$ cat src/rtl/ft_sync_fifo_device_pkg.sv
// Shared types and constants for the FT2232H-style synchronous FIFO device model.
//   fifo_state_t       : sequencer states (idle, USB->FPGA, FPGA->USB, bus turnaround)
//   grant_t            : direction selected by the round-robin arbiter
//   TURNAROUND_DEFAULT : default number of idle bus cycles between transfers
package ft_sync_fifo_device_pkg;

    typedef enum logic [1:0] {
        ST_IDLE      = 2'd0,
        ST_TX_ACTIVE = 2'd1,
        ST_RX_ACTIVE = 2'd2,
        ST_TURN      = 2'd3
    } fifo_state_t;

    typedef enum logic {
        GRANT_TX = 1'b0,
        GRANT_RX = 1'b1
    } grant_t;

    localparam int TURNAROUND_DEFAULT = 1;

endpackage

$ cat src/rtl/ft_sync_fifo_device_xfer_counter.sv
// Per-direction transfer bookkeeping: a loadable byte-count register, the
// index of the next byte and flags for "next byte is the last" / "empty transfer".
//   clk, rst   : clock, synchronous active-high reset
//   load       : capture load_size into the size register
//   advance    : one byte moved; index steps, or returns to 0 after the last byte
//   idx        : index of the byte currently presented / expected
//   last       : idx addresses the final byte of the transfer
//   zero       : latched size is zero
module ft_xfer_counter
    import ft_sync_fifo_device_pkg::*;
#(
    parameter int WIDTH = 7
) (
    input  logic             clk,
    input  logic             rst,
    input  logic             load,
    input  logic [WIDTH-1:0] load_size,
    input  logic             advance,
    output logic [WIDTH-1:0] idx,
    output logic             last,
    output logic             zero
);

    logic [WIDTH-1:0] size;

    always_ff @(posedge clk) begin
        if (rst) begin
            size <= '0;
            idx  <= '0;
        end else begin
            if (load) begin
                size <= load_size;
            end
            // Returning to 0 after the final byte keeps the address inside
            // 0..size-1 and avoids wrapping on a full-width size.
            if (advance) begin
                idx <= last ? '0 : idx + WIDTH'(1);
            end
        end
    end

    assign last = (idx == size - WIDTH'(1));
    assign zero = (size == '0);

endmodule

$ cat src/rtl/ft_sync_fifo_device.sv
// Behavioural model of an FT2232H-style synchronous 245 FIFO seen from the FPGA.
// The host side queues TX (USB->FPGA) and RX (FPGA->USB) transfers with start
// pulses; the device serves them one at a time over the half-duplex bus,
// separated by TURNAROUND idle cycles, with round-robin arbitration.
//   in_clk, in_rst                  : clock, synchronous active-high reset
//   in_rd_n, in_oe_n, in_wr_n       : FPGA strobes, active low
//   in_data / out_data, out_data_oe : bus in, bus out and its drive enable
//   out_rxf_n, out_txe_n            : data-available / space-available flags
//   usb_tx_*, usb_rx_*              : host start/size, buffer ports, done pulses
//   usb_busy                        : transfer or turnaround in progress
//
// state        | meaning
// ST_IDLE      | no transfer; arbitrate pending requests
// ST_TX_ACTIVE | rxf_n low, FPGA reads bytes from the TX buffer
// ST_RX_ACTIVE | txe_n low, FPGA writes bytes into the RX buffer
// ST_TURN      | both flags high for TURNAROUND cycles
module ft_sync_fifo_device
    import ft_sync_fifo_device_pkg::*;
#(
    parameter int DATA_WIDTH    = 8,
    parameter int BUFFERS_WIDTH = 7,
    parameter int TURNAROUND    = TURNAROUND_DEFAULT
) (
    input  logic                     in_clk,
    input  logic                     in_rst,
    input  logic                     in_rd_n,
    input  logic                     in_oe_n,
    input  logic                     in_wr_n,
    input  logic [DATA_WIDTH-1:0]    in_data,
    output logic [DATA_WIDTH-1:0]    out_data,
    output logic                     out_data_oe,
    output logic                     out_rxf_n,
    output logic                     out_txe_n,
    input  logic                     usb_tx_start,
    input  logic                     usb_rx_start,
    input  logic [BUFFERS_WIDTH-1:0] usb_tx_size,
    input  logic [BUFFERS_WIDTH-1:0] usb_rx_size,
    output logic [BUFFERS_WIDTH-1:0] usb_txbuffer_addr,
    input  logic [DATA_WIDTH-1:0]    usb_txbuffer_data,
    output logic [BUFFERS_WIDTH-1:0] usb_rxbuffer_addr,
    output logic [DATA_WIDTH-1:0]    usb_rxbuffer_data,
    output logic                     usb_rxbuffer_wr,
    output logic                     usb_tx_done,
    output logic                     usb_rx_done,
    output logic                     usb_busy
);

    fifo_state_t state, state_next;
    grant_t      rr_next;

    logic pend_tx, pend_rx;
    logic tx_load, rx_load;
    logic tx_take, rx_take;
    logic tx_fin, rx_fin;
    logic grant_tx, grant_rx;
    logic contested;

    logic [BUFFERS_WIDTH-1:0] tx_idx, rx_idx;
    logic tx_last, rx_last, tx_zero, rx_zero;

    logic [3:0]                turn_cnt;
    logic                      tx_done_q, rx_done_q, rx_wr_q;
    logic [DATA_WIDTH-1:0]     rx_data_q;
    logic [BUFFERS_WIDTH-1:0]  rx_addr_q;

    // A start is only accepted while its direction is free; the flag stays set
    // until the transfer completes, so the latched size cannot change mid-transfer.
    assign tx_load = usb_tx_start && !pend_tx;
    assign rx_load = usb_rx_start && !pend_rx;

    assign contested = pend_tx && pend_rx;
    assign grant_tx  = (state == ST_IDLE) && pend_tx && (!pend_rx || rr_next == GRANT_TX);
    assign grant_rx  = (state == ST_IDLE) && pend_rx && !grant_tx;

    assign tx_take = (state == ST_TX_ACTIVE) && !in_oe_n && !in_rd_n;
    assign rx_take = (state == ST_RX_ACTIVE) && !in_wr_n;

    // Empty transfers finish straight from the grant without touching the bus.
    assign tx_fin = (tx_take && tx_last) || (grant_tx && tx_zero);
    assign rx_fin = (rx_take && rx_last) || (grant_rx && rx_zero);

    ft_xfer_counter #(.WIDTH(BUFFERS_WIDTH)) u_tx_cnt (
        .clk       (in_clk),
        .rst       (in_rst),
        .load      (tx_load),
        .load_size (usb_tx_size),
        .advance   (tx_take),
        .idx       (tx_idx),
        .last      (tx_last),
        .zero      (tx_zero)
    );

    ft_xfer_counter #(.WIDTH(BUFFERS_WIDTH)) u_rx_cnt (
        .clk       (in_clk),
        .rst       (in_rst),
        .load      (rx_load),
        .load_size (usb_rx_size),
        .advance   (rx_take),
        .idx       (rx_idx),
        .last      (rx_last),
        .zero      (rx_zero)
    );

    always_ff @(posedge in_clk) begin
        if (in_rst) begin
            state <= ST_IDLE;
        end else begin
            state <= state_next;
        end
    end

    always_comb begin
        state_next  = state;
        out_rxf_n   = 1'b1;
        out_txe_n   = 1'b1;
        out_data_oe = 1'b0;
        out_data    = '0;
        usb_busy    = 1'b1;
        case (state)
            ST_IDLE: begin
                usb_busy = 1'b0;
                if (grant_tx && !tx_zero) begin
                    state_next = ST_TX_ACTIVE;
                end else if (grant_rx && !rx_zero) begin
                    state_next = ST_RX_ACTIVE;
                end
            end
            ST_TX_ACTIVE: begin
                out_rxf_n   = 1'b0;
                out_data    = usb_txbuffer_data;
                out_data_oe = !in_oe_n;
                if (tx_take && tx_last) begin
                    state_next = ST_TURN;
                end
            end
            ST_RX_ACTIVE: begin
                out_txe_n = 1'b0;
                if (rx_take && rx_last) begin
                    state_next = ST_TURN;
                end
            end
            ST_TURN: begin
                if (turn_cnt == 4'd0) begin
                    state_next = ST_IDLE;
                end
            end
            default: begin
                state_next = ST_IDLE;
            end
        endcase
    end

    always_ff @(posedge in_clk) begin
        if (in_rst) begin
            pend_tx   <= 1'b0;
            pend_rx   <= 1'b0;
            rr_next   <= GRANT_TX;
            turn_cnt  <= 4'd0;
            tx_done_q <= 1'b0;
            rx_done_q <= 1'b0;
            rx_wr_q   <= 1'b0;
            rx_data_q <= '0;
            rx_addr_q <= '0;
        end else begin
            pend_tx   <= tx_fin ? 1'b0 : (pend_tx || usb_tx_start);
            pend_rx   <= rx_fin ? 1'b0 : (pend_rx || usb_rx_start);
            tx_done_q <= tx_fin;
            rx_done_q <= rx_fin;
            rx_wr_q   <= rx_take;
            if (rx_take) begin
                rx_data_q <= in_data;
                rx_addr_q <= rx_idx;
            end
            // The pointer only moves when both directions competed, so an
            // uncontested grant does not steal the other side's next turn.
            if (state == ST_IDLE && contested) begin
                rr_next <= grant_tx ? GRANT_RX : GRANT_TX;
            end
            // Down-counter loaded on TURN entry; state leaves TURN at terminal count.
            if (state != ST_TURN && state_next == ST_TURN) begin
                turn_cnt <= 4'(TURNAROUND - 1);
            end else if (state == ST_TURN && turn_cnt != 4'd0) begin
                turn_cnt <= turn_cnt - 4'd1;
            end
        end
    end

    assign usb_txbuffer_addr = tx_idx;
    assign usb_rxbuffer_addr = rx_addr_q;
    assign usb_rxbuffer_data = rx_data_q;
    assign usb_rxbuffer_wr   = rx_wr_q;
    assign usb_tx_done       = tx_done_q;
    assign usb_rx_done       = rx_done_q;

endmodule

$ cat config.mk
export PLATFORM = sky130hd
export DESIGN_NAME = ft_sync_fifo_device
export DESIGN_NICKNAME = d
export VERILOG_FILES = /design/src/rtl/ft_sync_fifo_device_pkg.sv /design/src/rtl/ft_sync_fifo_device_xfer_counter.sv /design/src/rtl/ft_sync_fifo_device.sv
export SDC_FILE = /design/constraint.sdc
export NUM_CORES = 1
export LEC_CHECK = 0
export ABC_AREA = 1
export CAP_MARGIN = 40
export CORE_ASPECT_RATIO = 0.9
export CORE_MARGIN = 4
export CORE_UTILIZATION = 49
export CTS_CLUSTER_SIZE = 20
export DETAILED_ROUTE_END_ITERATION = 8
export GPL_ROUTABILITY_DRIVEN = 0
export PLACE_DENSITY = 0.84
export SETUP_SLACK_MARGIN = 0.2
export SYNTH_ARGS = -nofsm -noshare
export SYNTH_HDL_FRONTEND = slang
export SYNTH_SLANG_ARGS = --single-unit
$ cat constraint.sdc
create_clock -name in_clk -period 2.05 [get_ports in_clk]
set_clock_uncertainty 0.05 [all_clocks]
set_input_delay 0.41 -clock in_clk [delete_from_list [all_inputs] [get_ports in_clk]]
set_output_delay 0.41 -clock in_clk [all_outputs]
set_load 0.005 [all_outputs]
* Word level (Yosys, flattened, before mapping)
Cells that the tools add are included.
** Cells by class
- Muxes and demuxes :: 14
- Add/subtract/negate cells :: 5
- Bitwise logic cells :: 1
- Reductions and logical operators :: 40
- Equal/unequal tests :: 7
** Operator list (number)
- 1-bit logical AND :: 19
- 7-bit by 1-bit adder with 7-bit output, second input constant :: 2
- 7-bit equality test :: 2
- 7-bit logical NOT :: 2
- 7-bit 2-to-1 mux :: 2
- 7-bit by 1-bit subtractor with 7-bit output, second input constant :: 2
- 2-bit 2-to-1 mux :: 5
- 1-bit logical NOT :: 8
- 8-bit 2-to-1 mux :: 1
- 2-bit case mux with 4 select lines :: 1
- 2-bit equality test, second input constant :: 3
- 2-bit OR reduction :: 3
- 1-bit logical OR :: 5
- 1-bit 2-to-1 mux :: 5
- 4-bit logical NOT :: 1
- 4-bit nonzero test :: 1
- 4-bit by 1-bit subtractor with 4-bit output, second input constant :: 1
- 2-bit by 1-bit equality test with 1-bit output, second input constant :: 1
- 2-bit logical NOT :: 1
- 2-bit != test, second input constant :: 1
- 1-bit NOT :: 1
** Storage, ports and cells
- Output and inout bits :: 37
- Word-level logic and storage cells :: 81
- Input port bits :: 37
- Register bits :: 55

* Logic depth before layout (Yosys ltp)
- Depth after elaboration :: 12
- Gate-level depth with buffers :: 15
- Depth with buffers taken out :: 15

* Cells and area by module
From an unflattened synthesis, not the netlist that was laid out.
** Second synthesis, totals
- Cell total of the unflattened synthesis :: 426
- Area total of the unflattened synthesis :: 2881.5 µm²
** By module, submodules not included
- ft_xfer_counter :: cells each 129, sequential area each 280.3 µm², times used 2, area an instance 828.3 µm²
- ft_sync_fifo_device :: cells each 168, sequential area each 540.5 µm², times used 1, area an instance 1224.9 µm²

* Worst setup path before layout
OpenSTA, ideal clock, no wires.
- Path type :: register to register
- Start point :: register u_rx_cnt.size[0]
- End point :: register turn_cnt[1]
- Cell stages (with the launch flop) :: 14
- Clock period less this slack :: 1.752 ns
- Arrival :: 1.584 ns
- Setup time :: 0.119 ns
- Setup slack :: 0.298 ns
- Buffers on the path :: 0
- Required time :: 1.881 ns
- Path through :: dfxtp_1 > inv_1 > ha_1 > inv_1 > nand2_1 > nand2_1 > nor2_1 > nand3_1 > nor2_2 > nand4_4 > nand2_2 > nand2_2 > o21bai_4 > nor2_2
** On the way
- Cells in the longest elaborated chain, start to end :: 9
- Elaborated cells between the ends (all ways) :: 13
- Classes of those cells :: add/sub (1); eq/ne (2); mux (4); reduce/logical (6)
** Ends and longest elaborated chain
- start, declared :: RTL line ft_sync_fifo_device_xfer_counter.sv:24 : logic [WIDTH-1:0] size;
- start signal, assigned :: RTL line ft_sync_fifo_device_xfer_counter.sv:32 : size <= load_size;
- parallel branches: the longest is 5 deep, another holds 7-bit by 1-bit subtractor with 7-bit output
- 2-bit case mux with 4 select lines (*) :: RTL line ft_sync_fifo_device.sv:119 : case (state)
- 2-bit equality test (*) :: RTL line ft_sync_fifo_device.sv:180 : if (state != ST_TURN && state_next == ST_TURN) begin
- 1-bit logical AND (*) :: RTL line ft_sync_fifo_device.sv:180
- 2-bit OR reduction (no source line) (*)
- end signal, assigned :: RTL line ft_sync_fifo_device.sv:181 : turn_cnt <= 4'(TURNAROUND - 1);
- end signal, assigned :: RTL line ft_sync_fifo_device.sv:183 : turn_cnt <= turn_cnt - 4'd1;
- end, declared :: RTL line ft_sync_fifo_device.sv:61 : logic [3:0] turn_cnt;
Every way passes the cells marked *.
A chain may end at the register's enable or synchronous reset.

* Worst setup path after layout
- Start point :: input port usb_txbuffer_data[3]
- End point :: output port out_data[3]
** On the way
- Cells in the longest elaborated chain, start to end :: 1
** Ends and longest elaborated chain
- start, declared :: RTL line ft_sync_fifo_device.sv:39 : input logic [DATA_WIDTH-1:0] usb_txbuffer_data,
- 8-bit 2-to-1 mux :: RTL line ft_sync_fifo_device.sv:119
- end, declared :: RTL line ft_sync_fifo_device.sv:30 : output logic [DATA_WIDTH-1:0] out_data,
No other way between the ends.

==> metrics.md <==
| Metric | Value |
|---|---|
| Vias in the first global route | between 2,000 and 3,000 |
| Most common library cells after synthesis | 104 x nand2_1, 61 x inv_1, 58 x nor2_1 |
| Crit-path max cell delay | around 0.50 ns |
| Worst R2R Start | u_rx_cnt.size[0] |
| CP Class | in -> out |
| I/O pin total | 74 |
| Clk slew on worst S/H paths | 0.09 ns |
| Power density over cell area | 626.3 mW/mm² |
| TritonCTS clock tree | built |
| Status | finished, final reports clean |
| Clock sinks | between 50 and 60 |
| Hold Vio Cnt, Final | 0 |
| Synth Area per Inst | 6.849 µm² |
| Hold/Removal Path Class | reg -> reg |
| Fraction of registers with async set/reset | 0 |
| Ranking of synthesized cells by area | dfxtp_1 38%, nand2_1 13%, inv_1 7.9% |
| Netlist cell types | 33 |
| # rows | 26 |
| Placed Area | 0.003707 mm² |
| Arr. time, crit path | 1.52 ns |
| Cell accounting for the most synthesized area | dfxtp_1 |
| IO buf count | 73 |
| First-pass GRT wire length | 11,740 µm |
| Initial antenna violation count | 0 |
| Pins Over Slew Limit | 0 |
| Area share of the largest cell type after synthesis | 0.3791 |
| Hold Buf Count CTS | 0 |
| EDFF count, synth | 0 |
| Design area | 0.003984 mm² |
| Leak Pwr | roughly 1.8 nW |
| Count leader, synth | nand2_1 |
| Setup total negative slack | 0 ns |
| Starting Density | 0.5072 |
| CP Cell Sequence | clkdlybuf4s50_1, inv_1, nor2_1, clkdlybuf4s50_1 |
| Peak supply drop | roughly 0.33 mV |
| Die extent in x | 89.15 µm |
| Total GRT Usage | 0.2030 |
| Total wire length | around 7300 µm |
| First DRT Iteration DRCs | 130 |
| Final Cycle Share | 0.9681 |
| Routed WL per cell | 12.61 µm |
| Max cap viols | 0 |
| Measured slew at the worst slew-check pin | 0.4422 ns |
| Proportion of layout cells with a drive suffix above 1 | 0.1448 |
| Hold Startpoint | usb_rxbuffer_data[0] |
| Core area | 0.005725 mm² |
| Top_reg_cell synth | dfxtp_1 |
| CP Launch Point | usb_txbuffer_data[3] |
| Router iterations before antenna repair | 4 |
| Nets@finish | 555 |
| Synthesis-to-finish area growth | 37.18% |
| Post-Syn Instances | 424 |
| Net Count, Synth | 468 |
| Drc violations | 0 |
| Die footprint | approximately 0.0072 mm² |
| GR Overflow Total | 0 |
| Most Frequent Cell on Critical Path | clkdlybuf4s50_1 |
| Post-layout min period | 1.985 ns |
| H-Tree Level Count | 2 |
| Vias | 2,905 |
| Setup crit end kind | output port |
| DR vias/cell | roughly 5.0 |
| Antenna cell count | 0 |
| Fmax | 0.5039 GHz |
| Setup crit start kind | primary input |
| Register area share after synthesis | 0.3791 |
| Clk_lat worst skew | just over 0.3 ns |
| Dpl hpwl | 5428 µm |
| Synthesized cell area | between 0.002 and 0.003 mm² |
| CTS root buf | clkbuf_8 |
| Final setup fails | 0 |
| Antenna Violating Nets Remaining | 0 |
| Max stage delay cell, worst path | clkdlybuf4s50_1 |
| Max-slew headroom | 0.7025 |
| Worst Path Required | 1.59 ns |
| Unrepaired setup endpoints after global routing | true |
| Largest net degree at the start of global routing | 20 |
| Die Y | between 80 and 90 µm |
| TritonCTS Buffers | 5 |
| YS warnings | 0 |
| Worst-case clock buffer depth | 2 |
| FF+latch count, synth | 55 |
| CP Max Fanout | 1 |
layout make-up:
cell class	count	area, µm²
timing repair inverter	1	7.507
multi-input combinational	293	1562
sequential	55	1114
clock inverter	1	30.03
clock buffer	6	72.57
timing repair buffer	90	844.6
inverter	65	266.5
fill	453	1742
tap	70	87.58
cells by family (layout without fill, tap and decap cells):
family,Yosys count,after routing,share of synthesized area
AND/OR/NAND/NOR,215,215,0.3361
buffers and inverters,76,163,0.1073
AO/OA/AOI/OAI,56,56,0.1021
flip-flops,55,55,0.3791
XOR/XNOR,15,15,0.04524
adder cells (fa/ha/maj),7,7,0.03016
repair_timing:
item                                   CTS  global route
pin swaps                                2             6
setup buffers                            7             5
gates resized for setup                 24            27
gates cloned                             1             0
endpoints found under the hold margin    0             0
setup endpoints to repair               17            30
state kept, by name, indices dropped and copies added (netlist names):
signal / count
state: 2
u_rx_cnt.idx: 7
u_tx_cnt.size: 7
usb_rxbuffer_addr: 7
usb_tx_done: 1
rr_next: 1
u_tx_cnt.idx: 7
pend_rx: 1
usb_rxbuffer_wr: 1
usb_rx_done: 1
turn_cnt: 4
pend_tx: 1
u_rx_cnt.size: 7
usb_rxbuffer_data: 8
critical path, delay by kind of cell:
kind	cells	cell delay [ns]
buffers and inverters	3	1.01
and+or+nand+nor	1	0.10
cells in the final DEF, fill, tap and decap left out, types with 4 or more instances in the layout:
cell	synthesis	routed
a21oi_1	32	32
buf_4	0	17
clkbuf_8	0	5
clkdlybuf4s50_1	0	62
dfxtp_1	55	49
dfxtp_2	0	4
dlygate4sd2_1	0	5
ha_1	7	5
inv_1	61	58
nand2_1	104	101
nand2_2	4	6
nand3_1	22	20
nor2_1	58	54
nor2_2	9	11
nor2_4	3	5
o21ai_0	22	22
xnor2_1	7	7
xor2_1	8	8
path summary, 6_finish.rpt:
check | to | slack, ns | depth (start not counted)
max | out_data[3] | 0.07 | 4
min | usb_rxbuffer_data[0] | 0.42 | 2
max reg2reg | turn_cnt[1] | 0.20 | 13
min reg2reg | usb_rxbuffer_data[0] | 0.42 | 2
per-layer routing:
layer  global-route usage  share of wire
met5                    0              0
met1               0.2561           0.42
met2               0.3498           0.51
met3              0.03753          0.061
met4              0.06250          0.010
stage by stage:
stage | instances | worst slack [ns] | util | total power (W) | hold slack [ns]
5_1_grt | 581 | 0.01965 | 0.6958 | 0.002635 | 0.4432
3_3_place_gp | 561 | 0.06798 | 0.6475 | 0.001730 | 0.4010
6_report | 581 | 0.06549 | 0.6958 | 0.002495 | 0.4219
3_5_place_dp | 561 | 0.02801 | 0.6475 | 0.001748 | 0.4096
4_1_cts | 576 | 0.02884 | 0.6825 | 0.002468 | 0.4234
2_1_floorplan | 424 | 0.2978 | - | 0.001517 | 0.4066
power breakdown:
part | internal (W) | leakage, nW | switching [W] | total (W)
Combinational | 0.000303 | 1.32 | 0.000337 | 0.000640
Sequential | 0.00112 | 0.451 | 0.0000464 | 0.00117
Clock | 0.000358 | 0.0513 | 0.000331 | 0.000689
Note: power is estimated with default switching activity, not from simulation.
